### src/rtl/pcie_bram_fifo_ctrl_pkg.sv
// Shared constants and helpers for the BRAM-backed 72-bit PCIe FIFO controller.
package pcie_bram_pkg;
  localparam int ADDR_W   = 11;
  localparam int DATA_W   = 72;
  localparam int RD_LAT   = 2;
  localparam int PF_DEPTH = 4;
  localparam int BRAM_AW  = 13;
  localparam int PF_AW    = $clog2(PF_DEPTH);
  localparam int PF_CNT_W = $clog2(PF_DEPTH + 1);
  localparam int CNT_W    = ADDR_W + 2;

  localparam logic [PF_CNT_W-1:0] PF_FULL = PF_CNT_W'(PF_DEPTH);

  // Number of reads still travelling through the BRAM output pipeline.
  function automatic logic [PF_CNT_W-1:0] tag_count(input logic [RD_LAT-1:0] tags);
    logic [PF_CNT_W-1:0] n;
    n = '0;
    for (int i = 0; i < RD_LAT; i++) begin
      n = n + PF_CNT_W'(tags[i]);
    end
    return n;
  endfunction
endpackage

### src/rtl/pcie_bram_fifo_ctrl_if.sv
// Stream, flush and BRAM-port bundle for the PCIe BRAM FIFO controller.
interface pcie_bram_fifo_ctrl_if;
  import pcie_bram_pkg::*;

  logic                flush;
  logic                s_valid;
  logic                s_ready;
  logic [DATA_W-1:0]   s_data;
  logic                m_valid;
  logic                m_ready;
  logic [DATA_W-1:0]   m_data;
  logic                bram_wen;
  logic [BRAM_AW-1:0]  bram_waddr;
  logic [DATA_W-1:0]   bram_wdata;
  logic                bram_ren;
  logic                bram_rce;
  logic [BRAM_AW-1:0]  bram_raddr;
  logic [DATA_W-1:0]   bram_rdata;
  logic [CNT_W-1:0]    count;

  modport slave (
    input  flush, s_valid, s_data, m_ready, bram_rdata,
    output s_ready, m_valid, m_data, bram_wen, bram_waddr, bram_wdata,
           bram_ren, bram_rce, bram_raddr, count
  );

  modport master (
    output flush, s_valid, s_data, m_ready, bram_rdata,
    input  s_ready, m_valid, m_data, bram_wen, bram_waddr, bram_wdata,
           bram_ren, bram_rce, bram_raddr, count
  );
endinterface

### src/rtl/pcie_bram_fifo_ctrl_prefetch.sv
// Small flop-based FIFO that absorbs words returning from the BRAM read pipeline.
module pcie_bram_prefetch
  import pcie_bram_pkg::*;
(
  input  logic                clk,
  input  logic                rst_n,
  input  logic                clr,
  input  logic                push,
  input  logic [DATA_W-1:0]   push_data,
  input  logic                pop,
  output logic [DATA_W-1:0]   head,
  output logic [PF_CNT_W-1:0] cnt
);
  logic [DATA_W-1:0]   mem_r [PF_DEPTH];
  logic [PF_AW-1:0]    wr_ptr_r;
  logic [PF_AW-1:0]    rd_ptr_r;
  logic [PF_CNT_W-1:0] cnt_r;

  // Storage and pointers; the caller's credit scheme keeps push off a full buffer.
  always_ff @(posedge clk) begin
    if (!rst_n) begin
      wr_ptr_r <= '0;
      rd_ptr_r <= '0;
      cnt_r    <= '0;
    end else if (clr) begin
      wr_ptr_r <= '0;
      rd_ptr_r <= '0;
      cnt_r    <= '0;
    end else begin
      if (push) begin
        mem_r[wr_ptr_r] <= push_data;
        wr_ptr_r        <= wr_ptr_r + PF_AW'(1);
      end
      if (pop) begin
        rd_ptr_r <= rd_ptr_r + PF_AW'(1);
      end
      cnt_r <= cnt_r + PF_CNT_W'(push) - PF_CNT_W'(pop);
    end
  end

  assign head = mem_r[rd_ptr_r];
  assign cnt  = cnt_r;
endmodule

### src/rtl/pcie_bram_fifo_ctrl.sv
// FIFO controller over a 2048x72 BRAM with a 2-cycle read pipeline and a prefetch buffer.
module pcie_bram_fifo_ctrl
  import pcie_bram_pkg::*;
(
  input  logic                  user_clk,
  input  logic                  rst_n,
  pcie_bram_fifo_ctrl_if.slave  bus
);
  localparam logic [ADDR_W:0] FULL_CNT = {1'b1, {ADDR_W{1'b0}}};

  logic [ADDR_W:0]     wptr_r;
  logic [ADDR_W:0]     rptr_r;
  logic [RD_LAT-1:0]   tag_r;
  logic [CNT_W-1:0]    count_r;
  logic                ready_en_r;

  logic [ADDR_W:0]     bram_cnt_s;
  logic [PF_CNT_W-1:0] inflight_s;
  logic [PF_CNT_W-1:0] pf_cnt_s;
  logic [DATA_W-1:0]   pf_head_s;
  logic                ready_s;
  logic                accept_s;
  logic                ren_s;
  logic                pop_s;

  // Handshake and read-issue decisions, all from registered state.
  always_comb begin
    bram_cnt_s = wptr_r - rptr_r;
    inflight_s = tag_count(tag_r);
    ready_s    = ready_en_r & (bram_cnt_s != FULL_CNT);
    accept_s   = rst_n & bus.s_valid & ready_s & !bus.flush;
    ren_s      = rst_n & !bus.flush & (bram_cnt_s != '0) &
                 ((inflight_s + pf_cnt_s) < PF_FULL);
    pop_s      = bus.m_ready & (pf_cnt_s != '0);
  end

  // Pointers, read-return tags and occupancy; flush clears everything but keeps s_ready up.
  always_ff @(posedge user_clk) begin
    if (!rst_n) begin
      wptr_r     <= '0;
      rptr_r     <= '0;
      tag_r      <= '0;
      count_r    <= '0;
      ready_en_r <= 1'b0;
    end else if (bus.flush) begin
      wptr_r     <= '0;
      rptr_r     <= '0;
      tag_r      <= '0;
      count_r    <= '0;
      ready_en_r <= 1'b1;
    end else begin
      if (accept_s) begin
        wptr_r <= wptr_r + (ADDR_W+1)'(1);
      end
      if (ren_s) begin
        rptr_r <= rptr_r + (ADDR_W+1)'(1);
      end
      tag_r      <= {tag_r[RD_LAT-2:0], ren_s};
      count_r    <= count_r + CNT_W'(accept_s) - CNT_W'(pop_s);
      ready_en_r <= 1'b1;
    end
  end

  pcie_bram_prefetch u_pf (
    .clk       (user_clk),
    .rst_n     (rst_n),
    .clr       (bus.flush),
    .push      (tag_r[RD_LAT-1]),
    .push_data (bus.bram_rdata),
    .pop       (pop_s),
    .head      (pf_head_s),
    .cnt       (pf_cnt_s)
  );

  assign bus.s_ready    = ready_s;
  assign bus.bram_wen   = accept_s;
  assign bus.bram_waddr = {{(BRAM_AW-ADDR_W){1'b0}}, wptr_r[ADDR_W-1:0]};
  assign bus.bram_wdata = bus.s_data;
  assign bus.bram_ren   = ren_s;
  assign bus.bram_rce   = 1'b1;
  assign bus.bram_raddr = {{(BRAM_AW-ADDR_W){1'b0}}, rptr_r[ADDR_W-1:0]};
  assign bus.m_valid    = (pf_cnt_s != '0);
  assign bus.m_data     = pf_head_s;
  assign bus.count      = count_r;
endmodule

### src/flat_wrapper.sv
// flat-port wrapper written by rule: the top's interface ports become plain ports
module pcie_bram_fifo_ctrl_flat import pcie_bram_pkg::*;
  (user_clk, rst_n, bus_flush, bus_s_valid, bus_s_data, bus_m_ready, bus_bram_rdata, bus_s_ready, bus_m_valid, bus_m_data, bus_bram_wen, bus_bram_waddr, bus_bram_wdata, bus_bram_ren, bus_bram_rce, bus_bram_raddr, bus_count);
  pcie_bram_fifo_ctrl_if bus_i ();
  input  logic user_clk;
  input  logic rst_n;
  input wire logic [$bits(bus_i.flush)-1:0] bus_flush;
  input wire logic [$bits(bus_i.s_valid)-1:0] bus_s_valid;
  input wire logic [$bits(bus_i.s_data)-1:0] bus_s_data;
  input wire logic [$bits(bus_i.m_ready)-1:0] bus_m_ready;
  input wire logic [$bits(bus_i.bram_rdata)-1:0] bus_bram_rdata;
  output wire logic [$bits(bus_i.s_ready)-1:0] bus_s_ready;
  output wire logic [$bits(bus_i.m_valid)-1:0] bus_m_valid;
  output wire logic [$bits(bus_i.m_data)-1:0] bus_m_data;
  output wire logic [$bits(bus_i.bram_wen)-1:0] bus_bram_wen;
  output wire logic [$bits(bus_i.bram_waddr)-1:0] bus_bram_waddr;
  output wire logic [$bits(bus_i.bram_wdata)-1:0] bus_bram_wdata;
  output wire logic [$bits(bus_i.bram_ren)-1:0] bus_bram_ren;
  output wire logic [$bits(bus_i.bram_rce)-1:0] bus_bram_rce;
  output wire logic [$bits(bus_i.bram_raddr)-1:0] bus_bram_raddr;
  output wire logic [$bits(bus_i.count)-1:0] bus_count;
  assign bus_i.flush = bus_flush;
  assign bus_i.s_valid = bus_s_valid;
  assign bus_i.s_data = bus_s_data;
  assign bus_i.m_ready = bus_m_ready;
  assign bus_i.bram_rdata = bus_bram_rdata;
  assign bus_s_ready = bus_i.s_ready;
  assign bus_m_valid = bus_i.m_valid;
  assign bus_m_data = bus_i.m_data;
  assign bus_bram_wen = bus_i.bram_wen;
  assign bus_bram_waddr = bus_i.bram_waddr;
  assign bus_bram_wdata = bus_i.bram_wdata;
  assign bus_bram_ren = bus_i.bram_ren;
  assign bus_bram_rce = bus_i.bram_rce;
  assign bus_bram_raddr = bus_i.bram_raddr;
  assign bus_count = bus_i.count;
  pcie_bram_fifo_ctrl u_core (.user_clk(user_clk), .rst_n(rst_n), .bus(bus_i));
endmodule
### config.mk
export PLATFORM = sky130hd
export DESIGN_NAME = pcie_bram_fifo_ctrl_flat
export DESIGN_NICKNAME = d
export VERILOG_FILES = /design/src/rtl/pcie_bram_fifo_ctrl_pkg.sv /design/src/rtl/pcie_bram_fifo_ctrl_if.sv /design/src/rtl/pcie_bram_fifo_ctrl_prefetch.sv /design/src/rtl/pcie_bram_fifo_ctrl.sv /design/src/flat_wrapper.sv
export SDC_FILE = /design/constraint.sdc
export NUM_CORES = 1
export LEC_CHECK = 0
export CAP_MARGIN = 20
export CORE_ASPECT_RATIO = 1.25
export CORE_MARGIN = 4
export CORE_UTILIZATION = 35
export DETAILED_ROUTE_END_ITERATION = 12
export PLACE_DENSITY = 0.65
export SETUP_SLACK_MARGIN = 0.05
export SLEW_MARGIN = 20
export SYNTH_ARGS = -nofsm -noshare
export SYNTH_HDL_FRONTEND = slang
export SYNTH_HIERARCHICAL = 1
export SYNTH_SLANG_ARGS = --single-unit
### constraint.sdc
create_clock -name user_clk -period 9.9 [get_ports user_clk]
set_input_delay 1.98 -clock user_clk [delete_from_list [all_inputs] [get_ports user_clk]]
set_output_delay 1.98 -clock user_clk [all_outputs]
set_load 0.05 [all_outputs]
==> results.py <==
metrics = {
    "drt": {
        "vias": 7382,
        "met1_length_um": 12000,
        "drc": 0,
        "top_layer_used": "met5",
        "drt-initial-drc-count": 327,
        "drtAntennaViolNets": 0,
        "wl_um": 28700,
        "dr.pass1.iters": 4,
        "dr_wl_met3_um": 1980,
        "vias_per_cell": 4.84,
        "route.met2.wl_um": 14100,
        "wl_per_cell_um": 18.8,
    },
    "yosys": {
        "synth_top_area_share_pct": 60.3,
        "yosysMostFrequentCell": "edfxtp_1",
        "yosysWarningCount": 6,
        "synth_cell_types": 64,
        "syn_avg_cell_area_um2": 17.0,
        "async_flop_share_pct": 0,
        "netlist_top_cells_count": "edfxtp_1 (288), buf_4 (100), mux4_2 (70)",
        "synthFlopType": "edfxtp_1",
        "synth_cells": 841,
        "synth-edff-count": 288,
        "synth_area_leaders": "edfxtp_1 (60%), mux4_2 (11%), dfxtp_1 (6.8%)",
        "synth_area_leader_cell": "edfxtp_1",
        "ys_seq_area_share_pct": 67.2,
        "ys_ff_latch": 337,
        "syn-cell-area_mm2": 0.0143,
    },
    "timing": {
        "slew_headroom_pct": 41.6,
        "fin_crit_sh_pct": 61.5,
        "fin_skew_ns": 0.0178,
        "tightest_slew_ns": 0.875,
        "slew_viol_final": 0,
        "fmax_mhz": 164,
        "finalSetupViolations": 0,
        "rsz0062_at_grt": "false",
        "fin_crit_ns": 6.09,
        "finalHoldViolations": 0,
        "tns_ns": 0,
    },
    "cells_and_area": {
        "finish.instance_area_mm2": 0.0171,
        "areaGrowthSynthToFinish_pct": 19.3,
        "final_cell_count_no_fill": 1526,
        "final_nets": 1138,
        "drive_gt1_share_pct": 15.3,
    },
    "global_routing": {
        "globalRouteTotalUtil_pct": 12.9,
        "grt_pass1_wl_um": 44800,
        "antenna_found_initial": 3,
        "grt_max_degree": 53,
        "grt_pass1_vias": 7913,
        "gr-total-overflow": 0,
    },
    "worst_setup_path": {
        "worst_ep_required_time_ns": 7.92,
        "crit_path_end_kind": "primary output",
        "cp_max_fo": 15,
        "crit_type": "in2out",
        "start_kind": "input pin",
        "crit_arrival_ns": 4.11,
    },
    "cts": {
        "clk_path_buf_depth": 3,
        "ctsHoldBuffers": 0,
        "clk_pin_slew_worst_paths_ns": 0.06,
        "cts-root-buf": "clkbuf_16",
        "htree_levels": 2,
        "post_cts_resized": 0,
        "cts_tree": "done",
        "clock_latency_ns": 0.52,
        "numCtsBuffers": 36,
        "cts_setup_buffers": 0,
        "cts_sinks": 337,
    },
    "run_status": {
        "status": "completed",
    },
    "power": {
        "power.density_mw_per_mm2": 186,
        "finalPower_uw": 3180,
        "vdd_drop_max_uv": 181,
        "p_leak_uw": 0.00548,
    },
    "place": {
        "placed_cell_area_mm2": 0.0160,
        "io_buffers": 187,
        "dp.cells": 1461,
        "dp_hpwl_um": 18000,
        "gp_routability_congestion": 0.775,
    },
    "die": {
        "coreArea_mm2": 0.0403,
        "num_io_pins": 337,
        "dieHeight_um": 234,
        "dieArea_mm2": 0.0443,
        "initial_core_util_pct": 35.5,
        "fp.dieW_um": 189,
        "num_rows": 82,
    },
    "flow_run": {
        "max_cap_violations": 0,
    },
    "min_path": {
        "hold_path.class": "reg2reg",
    },
}
## metrics by stage
stage	utilization, %	hold WS, ns	worst slack [ns]
after floorplan	-	0.437	4.61
after global placement	39.7	0.452	3.82
after detailed placement	39.7	0.473	3.82
after CTS	42.4	0.498	3.77
after global routing	42.4	0.531	3.53
final	42.4	0.496	3.81
## where the power goes
group | internal [µW] | switching [µW]
Clock | 697 | 541
Sequential | 1560 | 14.0
Combinational | 162 | 215
## logic make-up (layout without fill, tap and decap cells)
group / Yosys count / after routing / share of synthesized area, %
AND/OR/NAND/NOR: 111 / 111 / 4.00
XOR/XNOR: 21 / 21 / 1.39
other: 2 / 6 / 0.0524
multiplexers: 79 / 79 / 11.9
buffers and inverters: 167 / 302 / 8.02
AO/OA/AOI/OAI: 89 / 89 / 4.33
flip-flops: 337 / 337 / 67.2
adder cells (fa/ha/maj): 35 / 35 / 3.16
## worst paths after layout
path	slack, ns	cells after the start	end	start
setup / recovery	3.81	6	bus_bram_ren	bus_flush
hold / removal	0.50	1	u_core/tag_r[1]$_SDFF_PN0_	u_core/tag_r[0]$_SDFF_PN0_
setup reg to reg	5.15	20	u_core/bus.count[12]$_SDFF_PN0_	u_core/rptr_r[2]$_SDFFE_PN0P_
hold reg to reg	0.50	1	u_core/tag_r[1]$_SDFF_PN0_	u_core/tag_r[0]$_SDFF_PN0_
## metal layers
metal / global-route usage [%] / vias to the layer above
met5: 0 / -
met4: 3.30 / 6
met3: 3.90 / 64
met2: 21.9 / 205
met1: 16.1 / 3731
li1: - / 3376
## worst max-delay path: stages
cell and delay, ns:
clkdlybuf4s50_1 0.44, nand2b_1 0.18, a21oi_1 0.26, o41ai_4 0.25, inv_4 0.17, clkdlybuf4s50_1 0.82
## flip-flops by register name (all words and copies together), names as in the netlist, named ones only
name,count
u_core/u_pf/rd_ptr_r,2
u_core/u_pf/cnt,3
u_core/bus.count,13
u_core/ready_en_r,1
u_core/wptr_r,12
u_core/tag_r,2
u_core/u_pf/wr_ptr_r,2
u_core/u_pf/mem_r,288
u_core/rptr_r,12
## placed cells by master (no fill, tap or decap), types with 5 or more instances in the layout
master,instances
xor2_1,6
o31ai_1,8
clkinv_2,7
mux4_2,70
nor2_1,24
inv_1,42
dfxtp_1,47
o21ai_1,11
nand2_1,22
edfxtp_1,288
clkdlybuf4s50_1,187
or3_1,9
clkbuf_16,36
or4_1,6
and2_1,6
clkinv_1,7
nand3_1,10
a21o_1,6
mux2i_1,6
ha_1,33
xnor2_1,14
buf_4,7
conb_1,5
a21oi_1,31
nor3_1,5
nor2b_1,6
## layout make-up
cell class	count	area, µm²
sequential	337	9640
timing repair buffer	195	1940
tap	546	683
antenna	1	2.50
inverter	44	168
fill	3619	23200
clock buffer	39	912
clock inverter	24	169
multi-input combinational	340	3580
No activity file was read; power rests on OpenSTA's default activity.
